[config.mk]
export PLATFORM = sky130hd
export DESIGN_NAME = dma_fifo_ctrl_flat
export DESIGN_NICKNAME = d
export VERILOG_FILES = /design/src/rtl/dma_fifo_ctrl_if.sv /design/src/rtl/dma_fifo_ctrl.sv /design/src/flat_wrapper.sv
export SDC_FILE = /design/constraint.sdc
export NUM_CORES = 1
export LEC_CHECK = 0
export ABC_CLOCK_PERIOD_IN_PS = 1800
export CORE_ASPECT_RATIO = 1.4
export CORE_MARGIN = 4
export CORE_UTILIZATION = 30
export DETAILED_ROUTE_END_ITERATION = 7
export DONT_BUFFER_PORTS = 1
export GPL_TIMING_DRIVEN = 0
export HOLD_SLACK_MARGIN = 0.05
export PLACE_DENSITY = 0.57
export SETUP_SLACK_MARGIN = 0.05
export SKIP_CTS_REPAIR_TIMING = 1
export SLEW_MARGIN = 10
export SYNTH_ARGS = -nofsm -noshare
export SYNTH_HDL_FRONTEND = slang
export SYNTH_SLANG_ARGS = --single-unit
[constraint.sdc]
create_clock -name clk -period 1.8 [get_ports clk]
set_clock_uncertainty 0.2 [all_clocks]
set_input_delay 0.54 -clock clk [delete_from_list [all_inputs] [get_ports clk]]
set_output_delay 0.54 -clock clk [all_outputs]
set_load 0.005 [all_outputs]
[src/rtl/dma_fifo_ctrl_if.sv]
`default_nettype none
// ============================================================================
// Module      : dma_fifo_ctrl_if
// Description : Requester handshakes, FIFO control lines and status flags
//               shared between the DMA engines and the FIFO access sequencer.
// Revision    : 1.0 - initial release
// ============================================================================
interface dma_fifo_ctrl_if #(
    parameter int DATA      = 8,
    parameter int ADDR_SIZE = 4
);
    logic                 wr_req;
    logic [DATA-1:0]      wr_data;
    logic                 wr_ack;
    logic                 rd_req;
    logic                 rd_ack;
    logic [DATA-1:0]      rd_data;
    logic                 fifo_enable;
    logic                 fifo_wr_rd;
    logic                 fifo_old_add_flag;
    logic [DATA-1:0]      fifo_in;
    logic [DATA-1:0]      fifo_out;
    logic                 full;
    logic                 empty;
    logic [ADDR_SIZE:0]   level;
    logic                 above_hi;
    logic                 below_lo;
    logic                 busy;

    modport slave (
        input  wr_req, wr_data, rd_req, fifo_out, full, empty,
        output wr_ack, rd_ack, rd_data, fifo_enable, fifo_wr_rd,
               fifo_old_add_flag, fifo_in, level, above_hi, below_lo, busy
    );

    modport master (
        output wr_req, wr_data, rd_req, fifo_out, full, empty,
        input  wr_ack, rd_ack, rd_data, fifo_enable, fifo_wr_rd,
               fifo_old_add_flag, fifo_in, level, above_hi, below_lo, busy
    );
endinterface
`default_nettype wire

[src/rtl/dma_fifo_ctrl.sv]
`default_nettype none
// ============================================================================
// Module      : dma_fifo_ctrl
// Description : Round-robin single-port FIFO access sequencer with occupancy
//               count and watermark flags.
// Revision    : 1.0 - initial release
// ============================================================================
module dma_fifo_ctrl #(
    parameter int DATA      = 8,
    parameter int ADDR_SIZE = 4,
    parameter int HI_WM     = 12,
    parameter int LO_WM     = 4
) (
    input  logic            clk,
    input  logic            rst,
    dma_fifo_ctrl_if.slave  bus
);
    localparam logic [1:0] c_IDLE   = 2'd0;
    localparam logic [1:0] c_SETUP  = 2'd1;
    localparam logic [1:0] c_ACCESS = 2'd2;
    localparam logic [1:0] c_RESP   = 2'd3;

    localparam logic [ADDR_SIZE:0] c_HI_WM = HI_WM[ADDR_SIZE:0];
    localparam logic [ADDR_SIZE:0] c_LO_WM = LO_WM[ADDR_SIZE:0];
    localparam logic [ADDR_SIZE:0] c_ONE   = {{ADDR_SIZE{1'b0}}, 1'b1};

    logic [1:0]           r_state;
    logic [1:0]           w_state_next;
    logic                 r_last_wr;
    logic                 r_wr_rd;
    logic [DATA-1:0]      r_fifo_in;
    logic [DATA-1:0]      r_rd_data;
    logic [ADDR_SIZE:0]   r_level;
    logic [ADDR_SIZE:0]   w_level_next;
    logic                 r_above_hi;
    logic                 r_below_lo;

    logic                 w_wr_elig;
    logic                 w_rd_elig;
    logic                 w_grant;
    logic                 w_grant_wr;
    logic                 w_fifo_enable;
    logic                 w_wr_ack;
    logic                 w_rd_ack;
    logic                 w_busy;

    assign w_wr_elig  = (r_state == c_IDLE) && bus.wr_req && !bus.full  && !w_wr_ack;
    assign w_rd_elig  = (r_state == c_IDLE) && bus.rd_req && !bus.empty && !w_rd_ack;
    assign w_grant    = w_wr_elig || w_rd_elig;
    // On a tie the requester not served last wins.
    assign w_grant_wr = w_wr_elig && (!w_rd_elig || !r_last_wr);

    always_ff @(posedge clk) begin
        if (rst) begin
            r_state <= c_IDLE;
        end else begin
            r_state <= w_state_next;
        end
    end

    always_comb begin
        w_state_next = r_state;
        case (r_state)
            c_IDLE:   if (w_grant) w_state_next = c_SETUP;
            c_SETUP:  w_state_next = c_ACCESS;
            c_ACCESS: w_state_next = c_RESP;
            c_RESP:   w_state_next = c_IDLE;
            default:  w_state_next = c_IDLE;
        endcase
    end

    always_comb begin
        w_fifo_enable = 1'b0;
        w_wr_ack      = 1'b0;
        w_rd_ack      = 1'b0;
        w_busy        = (r_state != c_IDLE);
        case (r_state)
            c_ACCESS: w_fifo_enable = 1'b1;
            c_RESP: begin
                w_wr_ack = r_wr_rd;
                w_rd_ack = !r_wr_rd;
            end
            default: ;
        endcase
    end

    always_comb begin
        w_level_next = r_level;
        if (r_state == c_ACCESS) begin
            w_level_next = r_wr_rd ? (r_level + c_ONE) : (r_level - c_ONE);
        end
    end

    // Direction only moves on a grant so it is settled a full cycle before enable.
    always_ff @(posedge clk) begin
        if (rst) begin
            r_last_wr  <= 1'b0;
            r_wr_rd    <= 1'b0;
            r_fifo_in  <= '0;
            r_rd_data  <= '0;
            r_level    <= '0;
            r_above_hi <= 1'b0;
            r_below_lo <= 1'b1;
        end else begin
            if (w_grant) begin
                r_wr_rd   <= w_grant_wr;
                r_last_wr <= w_grant_wr;
                if (w_grant_wr) begin
                    r_fifo_in <= bus.wr_data;
                end
            end
            if ((r_state == c_ACCESS) && !r_wr_rd) begin
                r_rd_data <= bus.fifo_out;
            end
            r_level    <= w_level_next;
            r_above_hi <= (w_level_next >= c_HI_WM);
            r_below_lo <= (w_level_next <= c_LO_WM);
        end
    end

    assign bus.fifo_enable       = w_fifo_enable;
    assign bus.fifo_wr_rd        = r_wr_rd;
    assign bus.fifo_old_add_flag = 1'b0;
    assign bus.fifo_in           = r_fifo_in;
    assign bus.wr_ack            = w_wr_ack;
    assign bus.rd_ack            = w_rd_ack;
    assign bus.rd_data           = r_rd_data;
    assign bus.level             = r_level;
    assign bus.above_hi          = r_above_hi;
    assign bus.below_lo          = r_below_lo;
    assign bus.busy              = w_busy;

endmodule
`default_nettype wire

[src/flat_wrapper.sv]
// flat-port wrapper written by rule: the top's interface ports become plain ports
module dma_fifo_ctrl_flat 
#(
    parameter int DATA      = 8,
    parameter int ADDR_SIZE = 4,
    parameter int HI_WM     = 12,
    parameter int LO_WM     = 4
)
  (clk, rst, bus_wr_req, bus_wr_data, bus_rd_req, bus_fifo_out, bus_full, bus_empty, bus_wr_ack, bus_rd_ack, bus_rd_data, bus_fifo_enable, bus_fifo_wr_rd, bus_fifo_old_add_flag, bus_fifo_in, bus_level, bus_above_hi, bus_below_lo, bus_busy);
  dma_fifo_ctrl_if #(.DATA(DATA), .ADDR_SIZE(ADDR_SIZE)) bus_i ();
  input  logic clk;
  input  logic rst;
  input wire logic [$bits(bus_i.wr_req)-1:0] bus_wr_req;
  input wire logic [$bits(bus_i.wr_data)-1:0] bus_wr_data;
  input wire logic [$bits(bus_i.rd_req)-1:0] bus_rd_req;
  input wire logic [$bits(bus_i.fifo_out)-1:0] bus_fifo_out;
  input wire logic [$bits(bus_i.full)-1:0] bus_full;
  input wire logic [$bits(bus_i.empty)-1:0] bus_empty;
  output wire logic [$bits(bus_i.wr_ack)-1:0] bus_wr_ack;
  output wire logic [$bits(bus_i.rd_ack)-1:0] bus_rd_ack;
  output wire logic [$bits(bus_i.rd_data)-1:0] bus_rd_data;
  output wire logic [$bits(bus_i.fifo_enable)-1:0] bus_fifo_enable;
  output wire logic [$bits(bus_i.fifo_wr_rd)-1:0] bus_fifo_wr_rd;
  output wire logic [$bits(bus_i.fifo_old_add_flag)-1:0] bus_fifo_old_add_flag;
  output wire logic [$bits(bus_i.fifo_in)-1:0] bus_fifo_in;
  output wire logic [$bits(bus_i.level)-1:0] bus_level;
  output wire logic [$bits(bus_i.above_hi)-1:0] bus_above_hi;
  output wire logic [$bits(bus_i.below_lo)-1:0] bus_below_lo;
  output wire logic [$bits(bus_i.busy)-1:0] bus_busy;
  assign bus_i.wr_req = bus_wr_req;
  assign bus_i.wr_data = bus_wr_data;
  assign bus_i.rd_req = bus_rd_req;
  assign bus_i.fifo_out = bus_fifo_out;
  assign bus_i.full = bus_full;
  assign bus_i.empty = bus_empty;
  assign bus_wr_ack = bus_i.wr_ack;
  assign bus_rd_ack = bus_i.rd_ack;
  assign bus_rd_data = bus_i.rd_data;
  assign bus_fifo_enable = bus_i.fifo_enable;
  assign bus_fifo_wr_rd = bus_i.fifo_wr_rd;
  assign bus_fifo_old_add_flag = bus_i.fifo_old_add_flag;
  assign bus_fifo_in = bus_i.fifo_in;
  assign bus_level = bus_i.level;
  assign bus_above_hi = bus_i.above_hi;
  assign bus_below_lo = bus_i.below_lo;
  assign bus_busy = bus_i.busy;
  dma_fifo_ctrl #(.DATA(DATA), .ADDR_SIZE(ADDR_SIZE), .HI_WM(HI_WM), .LO_WM(LO_WM)) u_core (.clk(clk), .rst(rst), .bus(bus_i));
endmodule
==> flow_metrics.tcl <==
set metrics [dict create \
    outcome "finished with violations" \
    violations "negative setup slack" \
    syn_area_per_cell_um2 9.095 \
    synth_edf_count 0 \
    grt_pass1_wl_mm 3.684 \
    hold_viol_final 0 \
    wl_mm 2.437 \
    synth_cell_types 29 \
    cts_tree "done" \
    die_x_um 61.06 \
    gp_congestion 0.7277 \
    grt_overflow 0 \
    clkSinkCount 26 \
    async_flop_share 0 \
    cp_max_fo 6 \
    cp_cell_sequence "inv_4, fa_2, a21o_1, a21oi_2, mux2i_1, xnor2_1, o22ai_1" \
    fp.dieArea_um2 5024 \
    min_period_ns 1.996 \
    antenna_found_initial 0 \
    power.share.sequential 0.426 \
    core-area_um2 3741 \
    drive_above_1_share 0.1852 \
    vias_per_cell 4.915 \
    yosysTopAreaCellShare 0.4402 \
    critPathSlowestCell "dfxtp_4" \
    met1_length_um 905 \
    fin_nets 166 \
    p_clk_frac 0.156 \
    antenna_cells 0 \
    grt_use_total 0.1002 \
    grt_pass1_vias 864 \
    ioPinCount 51 \
    rows 26 \
    clk_pin_slew_worst_paths_ns 0.09 \
    netlist_area_um2 1182 \
    fin_area_um2 1348 \
    slew_viol_final 0 \
    synthTopCellsByArea "dfxtp_1 44%, mux2i_1 9.3%, ha_1 7.4%" \
    place_hpwl_mm 1.914 \
    rsz0062_at_grt "true" \
    worst_setup_path_start_kind "flip-flop" \
    drc 0 \
    wl_per_cell_um 13.77 \
    synthCells 130 \
    worst_slack_ns -0.1959 \
    vdd_ir_drop_max_mv 0.6930 \
    numCtsBuffers 3 \
    synth_ff_type "dfxtp_1" \
    htree_levels 1 \
    max_freq_mhz 501.0 \
    initialDrtViolationCount 5 \
    drt_first_pass_iters 4 \
    required_ns 1.74 \
    ctsRootBufferMaster "clkbuf_8" \
    postPlaceCellArea_um2 1244 \
    cts.path.max_buffers 2 \
    fin_crit_sh 1.109 \
    port-buffer-count 0 \
    setup_tns_ns -0.5233 \
    path_class "reg -> reg" \
    maxCapViolCount 0 \
    dp_slack_ns -0.2256 \
    p_sw_frac 0.3711 \
    initial_utilization 0.3161 \
    wl_met3_um 333 \
    holdWs_ns 0.1997 \
    grt_max_degree 15 \
    routed.top_layer "met4" \
    crit_path_end_kind "flip-flop" \
    power.density_nw_per_um2 1555 \
    internal-power_mw 1.318 \
    hold_class "in -> reg" \
    synthToLayoutAreaGrowth_pct 13.97 \
    syn_nets 160 \
    routed-wl-met2_mm 1.147 \
    clk_latency_ns 0.27 \
    synth_common_cells "26 x dfxtp_1, 20 x nand2_1, 16 x nor2_1" \
    vias 870 \
    synth_top_cell_by_area "dfxtp_1" \
    yosysWarnings 0 \
    slowest_delay_ns 0.40 \
    cp.arrival_ns 1.94 \
    p_comb_frac 0.419 \
    ant_nets 0 \
    yosysMostFrequentCell "dfxtp_1" \
    p_sw_mw 0.7779 \
    power.total_mw 2.096 \
    ys_ff_latch 26 \
    ys_seq_area_frac 0.4402 \
    fp.dieH_um 82.28 \
    p_leak_nw 0.5629 \
    setup_viol_count_final 3 \
]
[kinds of logic after synthesis]
group,after synthesis,synth area share
simple gates,46,0.1693
flops,26,0.4402
compound gates,21,0.1090
mux,12,0.1122
buf+inv,12,0.04549
fa+ha+maj,8,0.09100
xor+xnor,4,0.02963
other cells,1,0.003172
[flip-flops by register name, indices dropped and copies added (netlist names)]
name / flops
u_core.r_last_wr: 1
u_core.bus.level: 5
u_core.bus.rd_data: 8
u_core.bus.below_lo: 1
u_core.bus.above_hi: 1
u_core.bus.fifo_in: 8
u_core.r_state: 2
[metal layers]
layer | track usage | vias to the layer above
li1 | - | 439
met1 | 0.1035 | 379
met2 | 0.1674 | 47
met3 | 0.04355 | 5
met4 | 0.05206 | 0
met5 | 0 | -
[worst max-delay path, delay by kind of cell (launching register included)]
kind | cells | cell delay [ns]
AOI/OAI and AO/OA | 3 | 0.43
DFF | 1 | 0.40
adders and majority gates | 1 | 0.35
xor gates and xnor gates | 1 | 0.18
muxes | 1 | 0.24
buffers and inverters | 1 | 0.06
[worst paths after layout]
| kind | endpoint | slack, ns | depth (start not counted) | from |
|---|---|---|---|---|
| worst max register to register | u_core.bus.above_hi | -0.20 | 7 | u_core.r_last_wr |
| worst min register to register | u_core.bus.rd_data[6] | 0.28 | 2 | u_core.bus.rd_data[6] |
| worst max-delay path | u_core.bus.above_hi | -0.20 | 7 | u_core.r_last_wr |
| worst min-delay path | u_core.bus.rd_data[5] | 0.20 | 2 | bus_fifo_out[5] |
[power by group through the flow]
| stage | Clock, mW | Combinational [mW] | Sequential (mW) |
|---|---|---|---|
| after CTS | 0.340 | 0.816 | 0.860 |
| after floorplan | 0 | 0.695 | 0.829 |
| after global routing | 0.372 | 0.991 | 0.918 |
| after global placement | 0 | 0.785 | 0.867 |
| after detailed placement | 0 | 0.814 | 0.870 |
| final | 0.326 | 0.877 | 0.892 |
[cell usage in the layout, fill, tap and decap left out, types with 2 or more instances in the layout]
| cell | synthesis | layout |
|---|---|---|
| o21ai_1 | 2 | 2 |
| dfxtp_2 | 0 | 2 |
| ha_4 | 0 | 3 |
| inv_1 | 5 | 3 |
| ha_1 | 7 | 4 |
| clkbuf_1 | 3 | 4 |
| dfxtp_4 | 0 | 3 |
| a21o_1 | 2 | 2 |
| nor2_1 | 16 | 16 |
| dfxtp_1 | 26 | 21 |
| a21oi_1 | 11 | 11 |
| nand2_1 | 20 | 20 |
| inv_4 | 0 | 2 |
| mux2i_1 | 11 | 11 |
| clkbuf_8 | 0 | 3 |
| nor2b_1 | 5 | 5 |
| xnor2_1 | 4 | 4 |
[per-stage QoR]
| stage | util | cells |
|---|---|---|
| floorplan | - | 130 |
| global placement | 0.3324 | 172 |
| detailed placement | 0.3324 | 172 |
| CTS | 0.3445 | 176 |
| global route | 0.3602 | 177 |
| finish | 0.3602 | 177 |
[area by class of cell]
type	count	area, um2
multi-input combinational	92	648.1
clock buffer	4	45.04
inverter	6	27.53
tap	42	52.55
timing repair buffer	1	5.005
buffer	6	35.03
sequential	26	534.3
fill	377	2394
Note: power is estimated with default switching activity, not from simulation.
